--- src/rtl/toy_fp_issue_arb_if.sv ---
// Handshake bundle between the FP issue requesters, the arbiter and the FP unit.
// The slave modport is the arbiter's view; the master modport drives requests and fp_rdy.
interface toy_fp_issue_arb_if #(
    parameter int unsigned NUM_REQ   = 2,
    parameter int unsigned PLD_WIDTH = 32,
    parameter int unsigned SRC_W     = $clog2(NUM_REQ),
    parameter int unsigned CNT_W     = 16
);
    logic [NUM_REQ-1:0]           req_vld;
    logic [NUM_REQ-1:0]           req_rdy;
    logic [NUM_REQ*PLD_WIDTH-1:0] req_pld;
    logic                         flush;
    logic                         fp_vld;
    logic                         fp_rdy;
    logic [PLD_WIDTH-1:0]         fp_pld;
    logic [SRC_W-1:0]             fp_src_id;
    logic [CNT_W-1:0]             issue_cnt;

    modport master (
        output req_vld, req_pld, flush, fp_rdy,
        input  req_rdy, fp_vld, fp_pld, fp_src_id, issue_cnt
    );

    modport slave (
        input  req_vld, req_pld, flush, fp_rdy,
        output req_rdy, fp_vld, fp_pld, fp_src_id, issue_cnt
    );
endinterface

--- src/rtl/toy_fp_issue_arb.sv ---
// Round-robin arbiter feeding a one-entry staging register in front of the shared
// non-pipelined FP unit; tags each op with its source id and counts handoffs.
module toy_fp_issue_arb #(
    parameter int unsigned NUM_REQ   = 2,
    parameter int unsigned PLD_WIDTH = 32,
    parameter int unsigned SRC_W     = $clog2(NUM_REQ),
    parameter int unsigned CNT_W     = 16
) (
    input  logic               clk,
    input  logic               rst_n,
    toy_fp_issue_arb_if.slave  bus
);
    typedef enum logic {
        ST_EMPTY = 1'b0,
        ST_FULL  = 1'b1
    } stage_e;

    stage_e               state_q, state_d;
    logic [SRC_W-1:0]     rr_ptr_q, rr_ptr_d;
    logic [SRC_W-1:0]     grant_idx;
    logic [SRC_W-1:0]     src_q;
    logic [PLD_WIDTH-1:0] grant_pld;
    logic [PLD_WIDTH-1:0] pld_q;
    logic [CNT_W-1:0]     cnt_q;
    logic [NUM_REQ-1:0]   req_rdy;
    logic                 stage_vld;
    logic                 fp_vld;
    logic                 handoff;
    logic                 can_load;
    logic                 found;
    logic                 accept;

    assign stage_vld = (state_q == ST_FULL);
    assign fp_vld    = stage_vld & ~bus.flush;
    assign handoff   = fp_vld & bus.fp_rdy;
    assign can_load  = ~bus.flush & (~stage_vld | handoff);

    // Wrapped search split into two linear passes: indices >= rr_ptr first, then the rest.
    always_comb begin
        found     = 1'b0;
        grant_idx = '0;
        for (int unsigned i = 0; i < NUM_REQ; i++) begin
            if (!found && bus.req_vld[i] && (i >= 32'(rr_ptr_q))) begin
                found     = 1'b1;
                grant_idx = SRC_W'(i);
            end
        end
        for (int unsigned i = 0; i < NUM_REQ; i++) begin
            if (!found && bus.req_vld[i] && (i < 32'(rr_ptr_q))) begin
                found     = 1'b1;
                grant_idx = SRC_W'(i);
            end
        end
    end

    always_comb begin
        grant_pld = '0;
        for (int unsigned i = 0; i < NUM_REQ; i++) begin
            if (grant_idx == SRC_W'(i)) begin
                grant_pld = bus.req_pld[i*PLD_WIDTH +: PLD_WIDTH];
            end
        end
    end

    always_comb begin
        req_rdy = '0;
        accept  = found & can_load;
        if (accept) begin
            req_rdy[grant_idx] = 1'b1;
        end
    end

    always_comb begin
        state_d  = state_q;
        rr_ptr_d = rr_ptr_q;
        if (bus.flush) begin
            state_d = ST_EMPTY;
        end else if (accept) begin
            state_d  = ST_FULL;
            rr_ptr_d = (grant_idx == SRC_W'(NUM_REQ - 1)) ? '0 : grant_idx + 1'b1;
        end else if (handoff) begin
            state_d = ST_EMPTY;
        end
    end

    always_ff @(posedge clk or negedge rst_n) begin
        if (!rst_n) begin
            state_q <= ST_EMPTY;
        end else begin
            state_q <= state_d;
        end
    end

    always_ff @(posedge clk or negedge rst_n) begin
        if (!rst_n) begin
            rr_ptr_q <= '0;
            src_q    <= '0;
            pld_q    <= '0;
            cnt_q    <= '0;
        end else begin
            rr_ptr_q <= rr_ptr_d;
            if (accept) begin
                pld_q <= grant_pld;
                src_q <= grant_idx;
            end
            if (handoff) begin
                cnt_q <= cnt_q + 1'b1;
            end
        end
    end

    assign bus.req_rdy   = req_rdy;
    assign bus.fp_vld    = fp_vld;
    assign bus.fp_pld    = pld_q;
    assign bus.fp_src_id = src_q;
    assign bus.issue_cnt = cnt_q;

    a_rdy_onehot0 : assert property (@(posedge clk) disable iff (!rst_n)
        $onehot0(bus.req_rdy));

    a_hold_stable : assert property (@(posedge clk) disable iff (!rst_n)
        (bus.fp_vld && !bus.fp_rdy) |=> ($stable(bus.fp_pld) && $stable(bus.fp_src_id)));
endmodule

--- src/flat_wrapper.sv ---
// flat-port wrapper written by rule: the top's interface ports become plain ports
module toy_fp_issue_arb_flat 
#(
    parameter int unsigned NUM_REQ   = 2,
    parameter int unsigned PLD_WIDTH = 32,
    parameter int unsigned SRC_W     = $clog2(NUM_REQ),
    parameter int unsigned CNT_W     = 16
)
  (clk, rst_n, bus_req_vld, bus_req_pld, bus_flush, bus_fp_rdy, bus_req_rdy, bus_fp_vld, bus_fp_pld, bus_fp_src_id, bus_issue_cnt);
  toy_fp_issue_arb_if #(.NUM_REQ(NUM_REQ), .PLD_WIDTH(PLD_WIDTH), .SRC_W(SRC_W), .CNT_W(CNT_W)) bus_i ();
  input  logic clk;
  input  logic rst_n;
  input wire logic [$bits(bus_i.req_vld)-1:0] bus_req_vld;
  input wire logic [$bits(bus_i.req_pld)-1:0] bus_req_pld;
  input wire logic [$bits(bus_i.flush)-1:0] bus_flush;
  input wire logic [$bits(bus_i.fp_rdy)-1:0] bus_fp_rdy;
  output wire logic [$bits(bus_i.req_rdy)-1:0] bus_req_rdy;
  output wire logic [$bits(bus_i.fp_vld)-1:0] bus_fp_vld;
  output wire logic [$bits(bus_i.fp_pld)-1:0] bus_fp_pld;
  output wire logic [$bits(bus_i.fp_src_id)-1:0] bus_fp_src_id;
  output wire logic [$bits(bus_i.issue_cnt)-1:0] bus_issue_cnt;
  assign bus_i.req_vld = bus_req_vld;
  assign bus_i.req_pld = bus_req_pld;
  assign bus_i.flush = bus_flush;
  assign bus_i.fp_rdy = bus_fp_rdy;
  assign bus_req_rdy = bus_i.req_rdy;
  assign bus_fp_vld = bus_i.fp_vld;
  assign bus_fp_pld = bus_i.fp_pld;
  assign bus_fp_src_id = bus_i.fp_src_id;
  assign bus_issue_cnt = bus_i.issue_cnt;
  toy_fp_issue_arb #(.NUM_REQ(NUM_REQ), .PLD_WIDTH(PLD_WIDTH), .SRC_W(SRC_W), .CNT_W(CNT_W)) u_core (.clk(clk), .rst_n(rst_n), .bus(bus_i));
endmodule
--- config.mk ---
export PLATFORM = sky130hd
export DESIGN_NAME = toy_fp_issue_arb_flat
export DESIGN_NICKNAME = d
export VERILOG_FILES = /design/src/rtl/toy_fp_issue_arb_if.sv /design/src/rtl/toy_fp_issue_arb.sv /design/src/flat_wrapper.sv
export SDC_FILE = /design/constraint.sdc
export NUM_CORES = 1
export LEC_CHECK = 0
export CORE_ASPECT_RATIO = 0.5
export CORE_MARGIN = 1
export CORE_UTILIZATION = 35
export CTS_CLUSTER_DIAMETER = 150
export CTS_CLUSTER_SIZE = 10
export DETAILED_ROUTE_END_ITERATION = 8
export DONT_BUFFER_PORTS = 1
export GPL_TIMING_DRIVEN = 1
export PLACE_DENSITY_LB_ADDON = 0.25
export SYNTH_ARGS = -nofsm -noshare
export SYNTH_HDL_FRONTEND = slang
export SYNTH_SLANG_ARGS = --single-unit
--- constraint.sdc ---
create_clock -name clk -period 1.3 [get_ports clk]
set_input_delay 0.26 -clock clk [delete_from_list [all_inputs] [get_ports clk]]
set_output_delay 0.26 -clock clk [all_outputs]
set_load 0.02 [all_outputs]
==> results_dict.tcl, run 1 <==
set metrics [dict create \
    r2r_start "u_core.stage_vld$_DFFE_PN0P_" \
    skew_ns 0.008181 \
    drcViolationCount 0 \
    syn_to_final_growth_pct 40.73 \
    synth.avg_cell_area_um2 11.02 \
    min_path_type "in -> async" \
    ys_seq_area_frac 0.5437 \
    rsz0062_at_grt "true" \
    htree_num_levels 2 \
    fin_crit_ns 1.586 \
    setup_ws_ns -0.2865 \
    path_buf_inv 1 \
    cap_violations 0 \
    overflow 0 \
    cp.required_ns 1.04 \
    wirelength_um 5583 \
    fin_cells 341 \
    root_buffer "clkbuf_16" \
    syn_nets 284 \
    cts_tree "built" \
    grt_max_degree 52 \
    die_h_um 59.91 \
    cp_slowest_stage_delay_ns 0.39 \
    power_leakage_uw 0.001534 \
    grt.total_usage 0.1624 \
    numPortBuffers 0 \
    worstMarginPinSlew_ns 0.3221 \
    endpoint_kind "output port" \
    nNetsFinal 323 \
    cp_top_family "simple AND/OR/NAND/NOR gates" \
    clk_latency_ns 0.29 \
    worstPathArrival_ns 1.33 \
    ff2ff_setup_slack_ns -0.27 \
    powerDensity_mw_per_mm2 1459 \
    start_kind "flip-flop" \
    start_util 0.3752 \
    slew_headroom 0.7837 \
    dp_hpwl_um 3688 \
    viasPerCell 4.965 \
    syn_area_mm2 0.002347 \
    mostFrequentLayoutCells "45 x dfrtp_1, 32 x mux2i_1, 26 x nor2_1, 24 x a21oi_1, 24 x buf_4" \
    clock_path_buffers 2 \
    ant_nets 0 \
    syn_inst 213 \
    grt_pass1_vias 1729 \
    finalHoldViolations 51 \
    routedWlPerCell_um 16.37 \
    cts_sinks 51 \
    place_ws_ns -0.09644 \
    final_common_cell "dfrtp_1" \
    r2r_cells 9 \
    gp_congestion 0.7047 \
    cts_buffers 5 \
    reg2reg_to "u_core.bus.fp_pld[6]$_DFFE_PN0P_" \
    slowest_stage "dfrtp_1" \
    die_x_um 117.8 \
    antenna_found_initial 0 \
    final_util 0.5280 \
    period_share 1.220 \
    clk_pin_slew_ns 0.07 \
    setup_viol 43 \
    drt_iter0_drc 73 \
    whs_ns -0.3324 \
    ys_seq_elements 51 \
    status "complete, but fails checks" \
    critical_path_class "reg -> out" \
    rows 20 \
    timing.final.max_slew_violations 0 \
    vias 1693 \
    worstPathCellList "nor2b_4, nor3_4, buf_4, and2_4" \
    peakVddDrop_mv 0.5993 \
    max_freq_mhz 630.3 \
    ios 122 \
    yosysUniqueCellTypes 25 \
    drive_above_1_share 0.3557 \
    violations "hold timing, setup timing" \
    ys_warn_count 0 \
    die_area_mm2 0.007058 \
    diodes 0 \
    crit_fanout 3 \
    grt_first_pass_wirelength_um 8818 \
    drt_pass1_iterations 4 \
    dp.cells 318 \
    core_area_mm2 0.006256 \
]
==> cell usage after synthesis <==
cell | n | area [um^2]
a21oi_1 | 32 | 160.2
and2_1 | 2 | 12.51
and3_1 | 1 | 6.260
and4_1 | 3 | 26.28
buf_2 | 6 | 30.03
buf_4 | 4 | 30.03
dfrtp_1 | 51 | 1276
ha_1 | 1 | 12.51
inv_1 | 1 | 3.750
inv_2 | 1 | 3.750
mux2i_1 | 32 | 320.3
nand2_1 | 9 | 33.78
nand3_1 | 4 | 20.02
nand3b_4 | 1 | 20.02
nand4_1 | 2 | 12.51
nand4b_2 | 1 | 15.01
nor2_1 | 37 | 138.9
nor2b_1 | 3 | 18.77
nor3_1 | 2 | 10.01
nor3_2 | 2 | 20.02
nor4_4 | 1 | 21.27
o21ai_4 | 1 | 16.27
o21bai_1 | 1 | 7.510
xnor2_1 | 10 | 87.58
xor2_1 | 5 | 43.79
==> worst max path at each step <==
stage / from / to / depth (start not counted)
final: u_core.stage_vld$_DFFE_PN0P_ / bus_req_rdy[0] / 4
after global routing: u_core.stage_vld$_DFFE_PN0P_ / u_core.bus.fp_pld[7]$_DFFE_PN0P_ / 9
after CTS: u_core.stage_vld$_DFFE_PN0P_ / bus_req_rdy[0] / 4
after detailed placement: u_core.bus.issue_cnt[1]$_DFFE_PN0P_ / u_core.bus.issue_cnt[10]$_DFFE_PN0P_ / 5
after global placement: u_core.bus.issue_cnt[1]$_DFFE_PN0P_ / u_core.bus.issue_cnt[10]$_DFFE_PN0P_ / 5
after floorplan: u_core.bus.issue_cnt[0]$_DFFE_PN0P_ / u_core.bus.issue_cnt[10]$_DFFE_PN0P_ / 5
==> state kept, by name, indices dropped and copies added, names as in the netlist <==
signal	cells
u_core.bus.fp_pld	32
u_core.bus.issue_cnt	16
u_core.bus.fp_src_id	1
u_core.rr_ptr_q	1
u_core.stage_vld	1
==> cell type report <==
cell class	count	area [um^2]
tap	88	110.1
sequential	51	1284
multi-input combinational	150	1186
timing repair buffer	42	541.8
inverter	2	7.507
fill	558	2953
clock buffer	6	138.9
clock inverter	2	35.03
==> cell families (layout without fill, tap and decap cells) <==
family,count (synthesis),in the layout,share of synthesized area
multiplexers,32,32,0.1365
flip-flops,51,51,0.5437
AND/OR/NAND/NOR,68,68,0.1514
adder cells (fa/ha/maj),1,1,0.005330
XOR/XNOR,15,15,0.05597
buffers and inverters,12,52,0.02878
AO/OA/AOI/OAI,34,34,0.07836
==> repair_timing <==
| action | 4_1_cts | 5_1_grt |
|---|---|---|
| endpoints found under the setup margin | 36 | 47 |
| cloned | 5 | 0 |
| buffers inserted | 7 | 3 |
| gates resized for setup | 40 | 10 |
| pin swaps | 5 | 10 |
| hold endpoints to repair | 51 | 51 |
==> worst reg2reg max path: cells and delay by family (launching register included) <==
family	cells	cell delay [ns]
AO/OA/AOI/OAI	1	0.11
AND/OR/NAND/NOR	3	0.37
buffers and inverters	5	0.61
flip-flops	1	0.39
==> routing by layer <==
metal  vias to the layer above  track usage  wire, um
met5                         -            0         0
met4                         0      0.04212        22
met3                         2      0.04771       286
met2                        41       0.2832      2917
met1                       843       0.2017      2356
li1                        807            -         -
==> through the flow <==
stage / instance area, um^2 / total power (uW) / hold slack, ns / TNS (ns)
after floorplan: 2410 / 2807 / -0.03559 / -0.2271
after global placement: 2709 / 3047 / -0.03472 / -0.03173
after detailed placement: 2709 / 3075 / -0.03453 / -0.4309
after CTS: 3234 / 4822 / -0.3426 / -6.982
after global routing: 3303 / 5043 / -0.3543 / -12.65
final: 3303 / 4819 / -0.3324 / -8.663
==> power breakdown <==
| group | leakage, uW | internal [uW] | switching, uW |
|---|---|---|---|
| Sequential | 0.000598 | 1830 | 446 |
| Combinational | 0.000849 | 521 | 493 |
| Clock | 0.0000868 | 958 | 568 |
| Total | 0.00153 | 3310 | 1510 |
No activity file was read; power rests on OpenSTA's default activity.
==> inputs of run 2 (changes only) <==
--- a/config.mk
+++ b/config.mk
@@ -6,7 +6,7 @@
 export NUM_CORES = 1
 export LEC_CHECK = 0
 export CORE_ASPECT_RATIO = 0.5
-export CORE_MARGIN = 1
+export CORE_MARGIN = 4
 export CORE_UTILIZATION = 35
 export CTS_CLUSTER_DIAMETER = 150
 export CTS_CLUSTER_SIZE = 10
==> run 2 against run 1 <==
Sequential share of layout area is 2.9 points higher. Final cell count down 1.5%. Sequential power hardly changed. Clock power is 11% lower. The run still ends with hold timing, setup timing left. Clock-buffer cell count is 2 higher.
==> results_dict.tcl, run 2 (synthesis results as in run 1) <==
set metrics [dict create \
    whs_ns -0.3343 \
    cts_buffers 5 \
    grt_max_degree 52 \
    total_power_uw 4520 \
    viasPerCell 4.890 \
    clk_latency_ns 0.28 \
    htree_num_levels 2 \
    critical_path_class "reg -> out" \
    rows 20 \
    vias 1643 \
    setup_viol 32 \
    final_util 0.4896 \
    wirelength_um 5489 \
    setup_ws_ns -0.2206 \
    status "complete, but fails checks" \
    place_ws_ns -0.1460 \
    cp.required_ns 1.04 \
    max_freq_mhz 657.7 \
    drt_iter0_drc 37 \
    clk_pin_slew_ns 0.06 \
    rsz0062_at_grt "true" \
    drcViolationCount 0 \
    period_share 1.170 \
    die_x_um 123.8 \
    power_leakage_uw 0.001441 \
    numPortBuffers 0 \
    finalHoldViolations 51 \
    overflow 0 \
    worstPathArrival_ns 1.26 \
    ant_nets 0 \
    mostFrequentLayoutCells "45 x dfrtp_1, 36 x nor2_1, 30 x a21oi_1, 29 x mux2i_1, 25 x buf_4" \
    multi_input_area_mm2 0.001115 \
    grt_pass1_vias 1779 \
    start_kind "flip-flop" \
    powerDensity_mw_per_mm2 1470 \
    grt_first_pass_wirelength_um 8735 \
    die_h_um 65.91 \
    skew_ns 0.003347 \
    timing.final.max_slew_violations 0 \
    antenna_found_initial 0 \
    diodes 0 \
    routedWlPerCell_um 16.34 \
    cap_violations 0 \
    drt_pass1_iterations 4 \
    min_path_type "in -> async" \
    slew_headroom 0.7704 \
    worstMarginPinSlew_ns 0.3418 \
    grt.total_usage 0.1401 \
    drive_above_1_share 0.2823 \
    crit_fanout 4 \
    final.fill_count 558 \
    worstPathCellList "nor2b_4, nor3_4, nor2b_4" \
    gp_congestion 0.7143 \
    endpoint_kind "output port" \
    ios 122 \
    die_area_mm2 0.008160 \
    slowest_stage "dfrtp_1" \
    core_area_mm2 0.006281 \
    violations "hold timing, setup timing" \
    regArea_mm2 0.001284 \
    fin_crit_ns 1.521 \
    cpMostUsedCell "nor2b_4" \
    start_util 0.3737 \
    nNetsFinal 318 \
    peakVddDrop_mv 0.5330 \
    cp_slowest_stage_delay_ns 0.37 \
    cts_sinks 51 \
    cts_tree "built" \
    clock_path_buffers 2 \
    largest_reg_flops 32 \
    root_buffer "clkbuf_16" \
    dp_hpwl_um 3999 \
    syn_to_final_growth_pct 31.02 \
    final_common_cell "dfrtp_1" \
]
==> run 2: cell types whose count changed in the layout (fill, tap and decap cells not counted), sizes merged <==
cell	delta
bufinv	-1
buf	-5
clkbuf	+2
clkinv	-1
==> run 2: worst max-delay path, delay by kind of cell (launching register included) <==
family	cells	cell delay [ns]
simple gates	3	0.60
flops	1	0.37
==> run 2: worst paths after layout <==
kind,depth (start not counted),from,slack (ns),end
hold / removal,0,rst_n,-0.33,u_core.bus.fp_pld[25]$_DFFE_PN0P_
setup / recovery,3,u_core.stage_vld$_DFFE_PN0P_,-0.22,bus_req_rdy[1]
min in group clk,1,bus_flush,0.03,u_core.stage_vld$_DFFE_PN0P_
max in group asynchronous,0,rst_n,1.52,u_core.bus.issue_cnt[1]$_DFFE_PN0P_
hold reg to reg,2,u_core.bus.issue_cnt[10]$_DFFE_PN0P_,0.59,u_core.bus.issue_cnt[10]$_DFFE_PN0P_
setup reg to reg,7,u_core.stage_vld$_DFFE_PN0P_,-0.08,u_core.bus.fp_pld[5]$_DFFE_PN0P_
==> run 2: power breakdown <==
| group | leakage, uW | switching [uW] | internal, uW |
|---|---|---|---|
| clock network | 0.0000772 | 537 | 820 |
| logic | 0.000765 | 443 | 453 |
| registers | 0.000598 | 431 | 1840 |
| total | 0.00144 | 1410 | 3110 |
==> run 2: final cells by class <==
class,count,share of cell area
repair buffers,37,0.1310
clock buffers,8,0.05085
well taps,88,0.03580
inverters,2,0.002441
flip-flops and latches,51,0.4174
multi-input cells,150,0.3625
==> run 2: per-stage QoR <==
step	TNS, ns	instance area [um^2]	std cells
floorplan	-0.2271	2410	213
global placement	-2.840	2701	317
detailed placement	-3.925	2701	317
CTS	-3.212	3083	336
global route	-5.576	3075	336
finish	-1.548	3075	336
==> run 2: metal layers <==
metal	share of wire	vias to the layer above	GRT usage	routed length, um
met4	0.0053	0	0.03724	29
met1	0.38	794	0.1546	2111
met5	0	-	0	0
li1	-	805	-	-
met2	0.54	42	0.2529	2965
met3	0.070	2	0.05470	384
==> run 2: repair_timing <==
action / CTS / global route
endpoints found under the setup margin: 43 / 48
setup buffers: 8 / 2
resized for setup: 18 / 4
cloned: 3 / 0
endpoints found under the hold margin: 51 / 51
pin swaps: 20 / 5
==> inputs of run 3 (changes only) <==
--- a/config.mk
+++ b/config.mk
@@ -5,6 +5,7 @@
 export SDC_FILE = /design/constraint.sdc
 export NUM_CORES = 1
 export LEC_CHECK = 0
+export CAP_MARGIN = 20
 export CORE_ASPECT_RATIO = 0.5
 export CORE_MARGIN = 4
 export CORE_UTILIZATION = 35
==> constraint.sdc (replaced) <==
create_clock -name clk -period 1.2 [get_ports clk]
set_input_delay 0.24 -clock clk [delete_from_list [all_inputs] [get_ports clk]]
set_output_delay 0.24 -clock clk [all_outputs]
set_load 0.02 [all_outputs]
==> run 3 against run 2 <==
The flow still finishes with violations (hold timing, setup timing). Global-route usage grew 0.68 points. Flip-flop and latch count is the same. Critical path depth grew 1. Clock power grew 23%. Die area is the same. Sequential power grew 10%. Hold slack lost 0.025 ns. Critical path type unchanged. Largest power group unchanged.
==> results_dict.tcl, run 3 (synthesis results as in run 1) <==
set metrics [dict create \
    gp_congestion 0.6874 \
    grt.total_usage 0.1469 \
    grt_pass1_vias 1813 \
    clk_pin_slew_ns 0.07 \
    slowest_stage "dfrtp_2" \
    grt_max_degree 52 \
    power_leakage_uw 0.001652 \
    cts_sinks 51 \
    place_area_mm2 0.002753 \
    cp_slowest_stage_delay_ns 0.40 \
    total_power_uw 5572 \
    cp_top_family "simple AND/OR/NAND/NOR gates" \
    critical_path_class "reg -> out" \
    dp_hpwl_um 3987 \
    antenna_found_initial 0 \
    setup_viol 53 \
    cap_violations 0 \
    diodes 0 \
    finalHoldViolations 51 \
    slew_headroom 0.7882 \
    overflow 0 \
    viasPerCell 5.068 \
    min_path_type "in -> async" \
    start_util 0.3737 \
    htree_num_levels 2 \
    final.fill_count 491 \
    cts_buffers 5 \
    cp.required_ns 0.96 \
    worstMarginPinSlew_ns 0.3177 \
    peakVddDrop_mv 0.6786 \
    wirelength_um 6723 \
    final_area_mm2 0.003777 \
    whs_ns -0.3590 \
    drt_pass1_iterations 3 \
    setup_ws_ns -0.3482 \
    syn_to_final_growth_pct 60.93 \
    drive_above_1_share 0.5655 \
    largest_reg_flops 32 \
    grt_first_pass_wirelength_um 9232 \
    root_buffer "clkbuf_16" \
    timing.final.max_slew_violations 0 \
    vias 1799 \
    worstPathArrival_ns 1.31 \
    ios 122 \
    numPortBuffers 0 \
    worstPathCellList "nor2b_4, nor3_4, buf_6, and2_4" \
    crit_fanout 3 \
    path_buf_inv 1 \
    cts_tree "built" \
    core_area_mm2 0.006281 \
    drt_iter0_drc 58 \
    skew_ns 0.003797 \
    endpoint_kind "output port" \
    max_freq_mhz 645.9 \
    status "complete, but fails checks" \
    rsz0062_at_grt "true" \
    drcViolationCount 0 \
    violations "hold timing, setup timing" \
    nNetsFinal 337 \
    clock_path_buffers 2 \
    ant_nets 0 \
    rows 20 \
    mostFrequentLayoutCells "43 x dfrtp_1, 25 x a21oi_2, 24 x buf_4, 23 x mux2i_1, 18 x nor2_1" \
    routedWlPerCell_um 18.94 \
    powerDensity_mw_per_mm2 1475 \
    start_kind "flip-flop" \
    die_x_um 123.8 \
    die_area_mm2 0.008160 \
    die_h_um 65.91 \
    period_share 1.290 \
    fin_crit_ns 1.548 \
    clk_latency_ns 0.29 \
    final_common_cell "dfrtp_1" \
]
[run 3: worst reg2reg max path, delay by kind of cell, from the launching register on]
kind / cells / cell delay (ns)
flip-flops: 1 / 0.40
AO/OA/AOI/OAI: 1 / 0.06
AND/OR/NAND/NOR: 2 / 0.30
buffers and inverters: 5 / 0.62
[run 3: worst paths after layout]
check / start / to / slack (ns) / cells past startpoint
max in group asynchronous: rst_n / u_core.bus.issue_cnt[4]$_DFFE_PN0P_ / 1.43 / 0
min: rst_n / u_core.bus.fp_pld[27]$_DFFE_PN0P_ / -0.36 / 0
max reg2reg: u_core.stage_vld$_DFFE_PN0P_ / u_core.bus.fp_pld[18]$_DFFE_PN0P_ / -0.28 / 8
min reg2reg: u_core.rr_ptr_q$_DFFE_PN0P_ / u_core.rr_ptr_q$_DFFE_PN0P_ / 0.59 / 2
max: u_core.stage_vld$_DFFE_PN0P_ / bus_req_rdy[0] / -0.35 / 4
min in group clk: bus_flush / u_core.stage_vld$_DFFE_PN0P_ / 0.01 / 1
[run 3: report_power, final]
part           total, uW  internal, uW  switching, uW
clock network       1670          1040            629
logic               1410           762            647
registers           2500          1990            508
total               5570          3790           1780
[run 3: what timing repair did]
action                                  4_1_cts  5_1_grt
endpoints found under the setup margin       46       53
endpoints found under the hold margin        51       52
gates cloned                                  4        6
gates resized for setup                      16       98
pin swaps                                     9       23
setup buffers                                 8       10
[run 3: area by class of cell]
type                    count  area, um^2  share of cell area
multi-input cells         150        1445              0.3826
flip-flops and latches     51        1286              0.3405
well taps                  88       110.1             0.02915
clock inverters             2       35.03            0.009275
inverters                   2       7.507            0.001987
clock buffers               6       138.9             0.03677
repair buffers             56       754.5              0.1997
[run 3: per-layer routing]
layer | vias to the layer above | routed length, um | GRT usage
met2 | 43 | 3678 | 0.2656
met5 | - | 0 | 0
met3 | 7 | 340 | 0.04359
met1 | 905 | 2651 | 0.1710
li1 | 844 | - | -
met4 | 0 | 53 | 0.03724
[run 3: per-stage QoR]
stage            util  worst slack (ns)  hold slack [ns]  setup TNS (ns)  cells
2_1_floorplan       -           -0.1513         -0.05559          -3.709    213
3_3_place_gp   0.4382           -0.1407         -0.05439          -4.214    322
3_5_place_dp   0.4382           -0.1532         -0.05440          -5.268    322
4_1_cts        0.5010           -0.3478          -0.3624          -10.20    342
5_1_grt        0.6014           -0.3848          -0.3730          -13.23    355
6_report       0.6014           -0.3482          -0.3590          -10.37    355
